==> src/rtl/prescaled_down_timer.sv <==
// Down-counting timer with an integrated prescaler, start/stop control and
// one-shot or auto-reload operation; tick and done are registered one-cycle pulses.
module prescaled_down_timer #(
  parameter int unsigned CNT_W = 16,
  parameter int unsigned PSC_W = 5
) (
  input  logic             clk,
  input  logic             reset,
  input  logic             en,
  input  logic             start,
  input  logic             stop,
  input  logic             mode,
  input  logic [PSC_W-1:0] psc,
  input  logic [CNT_W-1:0] reload,
  output logic             tick,
  output logic             done,
  output logic             busy,
  output logic [CNT_W-1:0] count
);

  localparam logic [CNT_W-1:0] CntOne = {{(CNT_W-1){1'b0}}, 1'b1};
  localparam logic [PSC_W-1:0] PscOne = {{(PSC_W-1){1'b0}}, 1'b1};

  typedef enum logic [0:0] {StIdle, StRun} state_e;

  state_e           state_q, state_d;
  logic [CNT_W-1:0] count_q, count_d;
  logic [PSC_W-1:0] pre_q, pre_d;
  logic             tick_q, tick_d;
  logic             done_q, done_d;

  always_comb begin
    state_d = state_q;
    count_d = count_q;
    pre_d   = pre_q;
    tick_d  = 1'b0;
    done_d  = 1'b0;
    unique case (state_q)
      StIdle: begin
        pre_d = '0;
        if (start) begin
          state_d = StRun;
          count_d = reload;
        end
      end
      StRun: begin
        if (start) begin
          // Restart takes precedence even over an expiry in this cycle.
          count_d = reload;
          pre_d   = '0;
        end else if (stop) begin
          state_d = StIdle;
          pre_d   = '0;
        end else if (en) begin
          // >= rather than == so a psc lowered mid-count still wraps.
          if (pre_q >= psc) begin
            pre_d  = '0;
            tick_d = 1'b1;
            if (count_q == '0) begin
              done_d = 1'b1;
              if (mode) begin
                count_d = reload;
              end else begin
                state_d = StIdle;
              end
            end else begin
              count_d = count_q - CntOne;
            end
          end else begin
            pre_d = pre_q + PscOne;
          end
        end
      end
      default: state_d = StIdle;
    endcase
  end

  always_ff @(posedge clk) begin
    if (reset) begin
      state_q <= StIdle;
      count_q <= '0;
      pre_q   <= '0;
      tick_q  <= 1'b0;
      done_q  <= 1'b0;
    end else begin
      state_q <= state_d;
      count_q <= count_d;
      pre_q   <= pre_d;
      tick_q  <= tick_d;
      done_q  <= done_d;
    end
  end

  assign tick  = tick_q;
  assign done  = done_q;
  assign busy  = (state_q == StRun);
  assign count = count_q;

endmodule
==> config.mk <==
export PLATFORM = sky130hd
export DESIGN_NAME = prescaled_down_timer
export DESIGN_NICKNAME = d
export VERILOG_FILES = /design/src/rtl/prescaled_down_timer.sv
export SDC_FILE = /design/constraint.sdc
export NUM_CORES = 1
export LEC_CHECK = 0
export ABC_AREA = 1
export CELL_PAD_IN_SITES_DETAIL_PLACEMENT = 0
export CELL_PAD_IN_SITES_GLOBAL_PLACEMENT = 1
export CORE_UTILIZATION = 35
export DETAILED_ROUTE_END_ITERATION = 8
export GPL_ROUTABILITY_DRIVEN = 0
export GPL_TIMING_DRIVEN = 0
export PLACE_DENSITY = 0.81
export RECOVER_POWER = 50
export SLEW_MARGIN = 25
export SYNTH_ARGS = -nofsm -noshare
export SYNTH_HDL_FRONTEND = slang
export SYNTH_SLANG_ARGS = --single-unit
==> constraint.sdc <==
create_clock -name clk -period 3.3 [get_ports clk]
set_clock_uncertainty 0.15 [all_clocks]
set_input_delay 0.495 -clock clk [delete_from_list [all_inputs] [get_ports clk]]
set_output_delay 0.495 -clock clk [all_outputs]
set_load 0.01 [all_outputs]
# After elaboration in Yosys (flattened, before gate mapping)
# Cells that the tools add are included.
# op_classes
magnitude_cmp,1
eq_ne,6
n_bitwise,3
div_mod_pow,0
reduce_logical,4
n_mux,23
n_shift,0
n_addsub,2
n_mul,0
# op_table
op,n
2-to-1 mux 16 bit,7
case mux 16 bit (2 select lines),1
2-to-1 mux 5 bit,4
logical NOT 16 bit,1
subtractor 16 x 1 -> 16 bit (second input constant),1
case mux 5 bit (2 select lines),1
2-to-1 mux 1 bit,9
!= test 4 bit (second input constant),2
!= test 3 bit (second input constant),2
OR reduction 6 bit,1
adder 5 x 1 -> 5 bit (second input constant),1
greater-or-equal comparator 5 bit,1
AND reduction 5 bit,1
OR reduction 5 bit,1
!= test 3 x 2 -> 1 bit (second input constant),1
NOT 1 bit,3
!= test 2 bit (second input constant),1
case mux 1 bit (2 select lines),1
# word_totals
regBits,24
inputBits,27
latch_bits,0
memories,0
rom_bits,0
elab_cells,44
mem_bits_rw,0
output_inout_bits,19

# Depth between registers and ports, before layout
# depth
word_depth,7
ltp_mapped,14

# Worst setup path before layout
# No wires, ideal clock.
# synth_path
path_type,input to register
start,input psc[4]
end,"register count_q[13], in the netlist count[13]"
path_stages,11
path_slack_ns,1.320
arrival_ns,1.700
path_buffers,1
required_time_ns,3.019
cell_sequence,inv_1 > ha_1 > a21oi_1 > nand2_1 > nor2_1 > nor2_1 > nand2_1 > nand2_2 > buf_4 > nand3_1 > a21oi_2
# synth_via
elab_chain_len,3
# synth_lines
item,line_no,rtl
from (decl),13,"input logic [PSC_W-1:0] psc,"
greater-or-equal comparator 5 bit,56,if (pre_q >= psc) begin
!= test 3 x 2 -> 1 bit (no source line),-,
AND reduction 5 bit (no source line),-,
to (signal assigned),87,count_q <= count_d;
to (decl),27,"logic [CNT_W-1:0] count_q, count_d;"
# Every way passes these cells.
# A chain may end at the register's enable or synchronous reset.

# Final worst setup path
# Ends and elaborated chain as after synthesis.

==> metrics.txt <==
setup_tns=0 ns; Clk Latency, worst-skew pair=0.27 ns; CTS buffer count=3; die width=71.91 microns; Req. time, crit path=3.35 ns; largest net degree at the start of global routing=14; area delta synth->final=33.87%; Worst Hold Class=reg2reg; status=finished, final reports clean; Initial Util=0.3621; Vias=1750; final setup vio count=0; final hold viol count=0; Overall Global Routing Usage=0.1807; slew margin rel.=0.5534; Synth area leaders=dfxtp_1, nand2_1, nor2_1, inv_1, ha_1; cells on worst reg2reg path=14; CTS tree=yes; initial antenna violation count=0; maximum vdd drop=0.1588 mV; DR vias/cell=4.499; Worst-Margin Slew=0.6648 ns; Post-Syn Nets=309; fin nets=358; Seq cells post-synth=24; maximum clock rate=411.3 MHz; Synth top area share=0.2809; H-tree depth=1; post-DR wirelength/cell=11.45 microns; Final Cycle Share=0.7367; mapped cell area=1710 sq um; routed wire length=4453 microns; Site Rows=25; drt pass-1 iters=4; Worst setup SP type=input port; Post-synth EDFFs=0; ant diodes=0; buffers plus inverters on the worst setup path=4; Worst Path Max Fanout=10; fin. max-slew vios=0; FF-to-FF Start=pre_q[0]; Ys Warns=0; Worst Hold Launch=pre_q[3]; Fillers=505; area leader, netlist=dfxtp_1; Hold EP=pre_q[3]; Hold Crit Depth=2; Main synth FF type=dfxtp_1; Sink Count=24; vias in the first global route=1589; antenna-violating nets left=0; CP delay by family, top=buffers and inverters; post-synth cell types=29; Clock Path Buffers=2; arrival time worst endpoint=2.48 ns; commonest cells in the netlist=nand2_1, nor2_1, inv_1; CP cell instances=dlygate4sd3_1 > inv_1 > ha_1 > a21oi_1 > nand2_1 > nor2_1 > nor2_1 > nand2_1 > nand2_2 > clkinv_2 > buf_6 > nand2_2 > a21oi_2; HPWL after detailed placement=3341 microns; Layout Utilization=0.4848; die area=5170 sq um; asr flop ratio synth=0; R2R Path End=count[13]; delay of the slowest critical-path stage=0.52 ns; LEAKAGE=1.075 nW; initial drt markers=109; root buffer cell=clkbuf_8; sequential area share after synthesis=0.2809; number of max-cap violations=0; Worst-path clk slew=0.09 ns; Avg Inst Size Synth=6.242 sq um; placeable core area=4723 sq um; crit path max-delay cell type=dlygate4sd3_1; layout cells sized above 1=0.07764; Die Ht=71.91 microns; most frequent cell after synthesis=nand2_1; PortBufs=44; post-CTS sizing=0; kind of end point of the critical path=flip-flop; first-pass GRT wire length=7293 microns; r2r setup slk=1.29 ns; PwrDens=333.0 nW/um^2; cells after synthesis=274; crit path kind=in2reg; setup bufs post-CTS=0; CTS Hold Bufs=0; grt total ovfl=0; num ports=46; DRC viols=0; Tmin final=2.431 ns; unrepaired setup endpoints after global routing=false
## layer usage
| layer | up-vias | wire length, microns | global-route usage |
|---|---|---|---|
| met5 | - | 0 | 0 |
| met4 | 0 | 29 | 0.04575 |
| met3 | 2 | 189 | 0.02361 |
| met2 | 40 | 1984 | 0.2935 |
| met1 | 759 | 2249 | 0.2541 |
| li1 | 949 | - | - |
## cell type report
type	instances	area, sq um	share of cell area
Buffer	7	60.06	0.02623
Inverter	37	140.1	0.06120
Timing Repair Buffer	44	440.4	0.1923
Sequential cell	24	480.5	0.2098
Tap cell	67	83.83	0.03661
Multi-Input combinational cell	206	1030	0.4497
Clock buffer	4	55.05	0.02404
## placed cells by master, fill, tap and decap left out, drive strengths merged, types with 7 or more instances in the layout
cell,n
o21ai,23
clkdlybuf4s50,24
nand2,74
a21oi,9
inv,36
dlygate4sd3,20
nand3,12
ha,8
nor2,58
xor2,7
dfxtp,24
## tightest hold or removal path: cells and delay by family, from the launching register on
kind               cells  cell delay [ns]
AOI/OAI and AO/OA      1             0.05
DFF                    1             0.33
and+or+nand+nor        1             0.07
## metrics by stage
stage          setup WS [ns]  total power [mW]  cells  hold WS, ns  area (sq um)
2_1_floorplan          1.320            0.4757    274       0.3113          1710
3_3_place_gp          0.6319            0.5700    385       0.3292          2235
3_5_place_dp          0.6475            0.5711    385       0.3364          2235
4_1_cts               0.9335            0.7820    389       0.3499          2290
5_1_grt               0.6881            0.8158    389       0.3801          2290
6_report              0.8687            0.7625    389       0.3423          2290
## cell families (layout without fill, tap and decap cells)
logic type               count (synthesis)  count (layout)  share of synthesized area
XOR/XNOR                                11              11                    0.05633
buffers and inverters                   44              92                     0.1170
AND/OR/NAND/NOR                        153             153                     0.3826
AO/OA/AOI/OAI                           34              34                     0.1046
flip-flops                              24              24                     0.2809
adder cells (fa/ha/maj)                  8               8                    0.05852
## power by group
group / switching (mW) / total, mW / leakage [nW] / internal (mW)
clock network: 0.0986 / 0.205 / 0.0288 / 0.107
logic: 0.123 / 0.230 / 0.849 / 0.106
registers: 0.0224 / 0.328 / 0.198 / 0.305
## how the worst max path moves through the flow
stage          startpoint   endpoint  slack [ns]  cells past startpoint
2_1_floorplan      psc[4]  count[13]        1.32                     11
4_1_cts            psc[4]  count[13]        0.93                     13
6_report           psc[4]  count[13]        0.87                     13
3_5_place_dp       psc[4]  count[13]        0.65                     12
3_3_place_gp       psc[4]  count[13]        0.63                     12
5_1_grt            psc[4]   count[4]        0.69                     14
## registers in the layout (all words and copies together), names as in the netlist
name	cells
busy	1
tick	1
count	16
done	1
pre_q	5
Note: power is estimated with default switching activity, not from simulation.
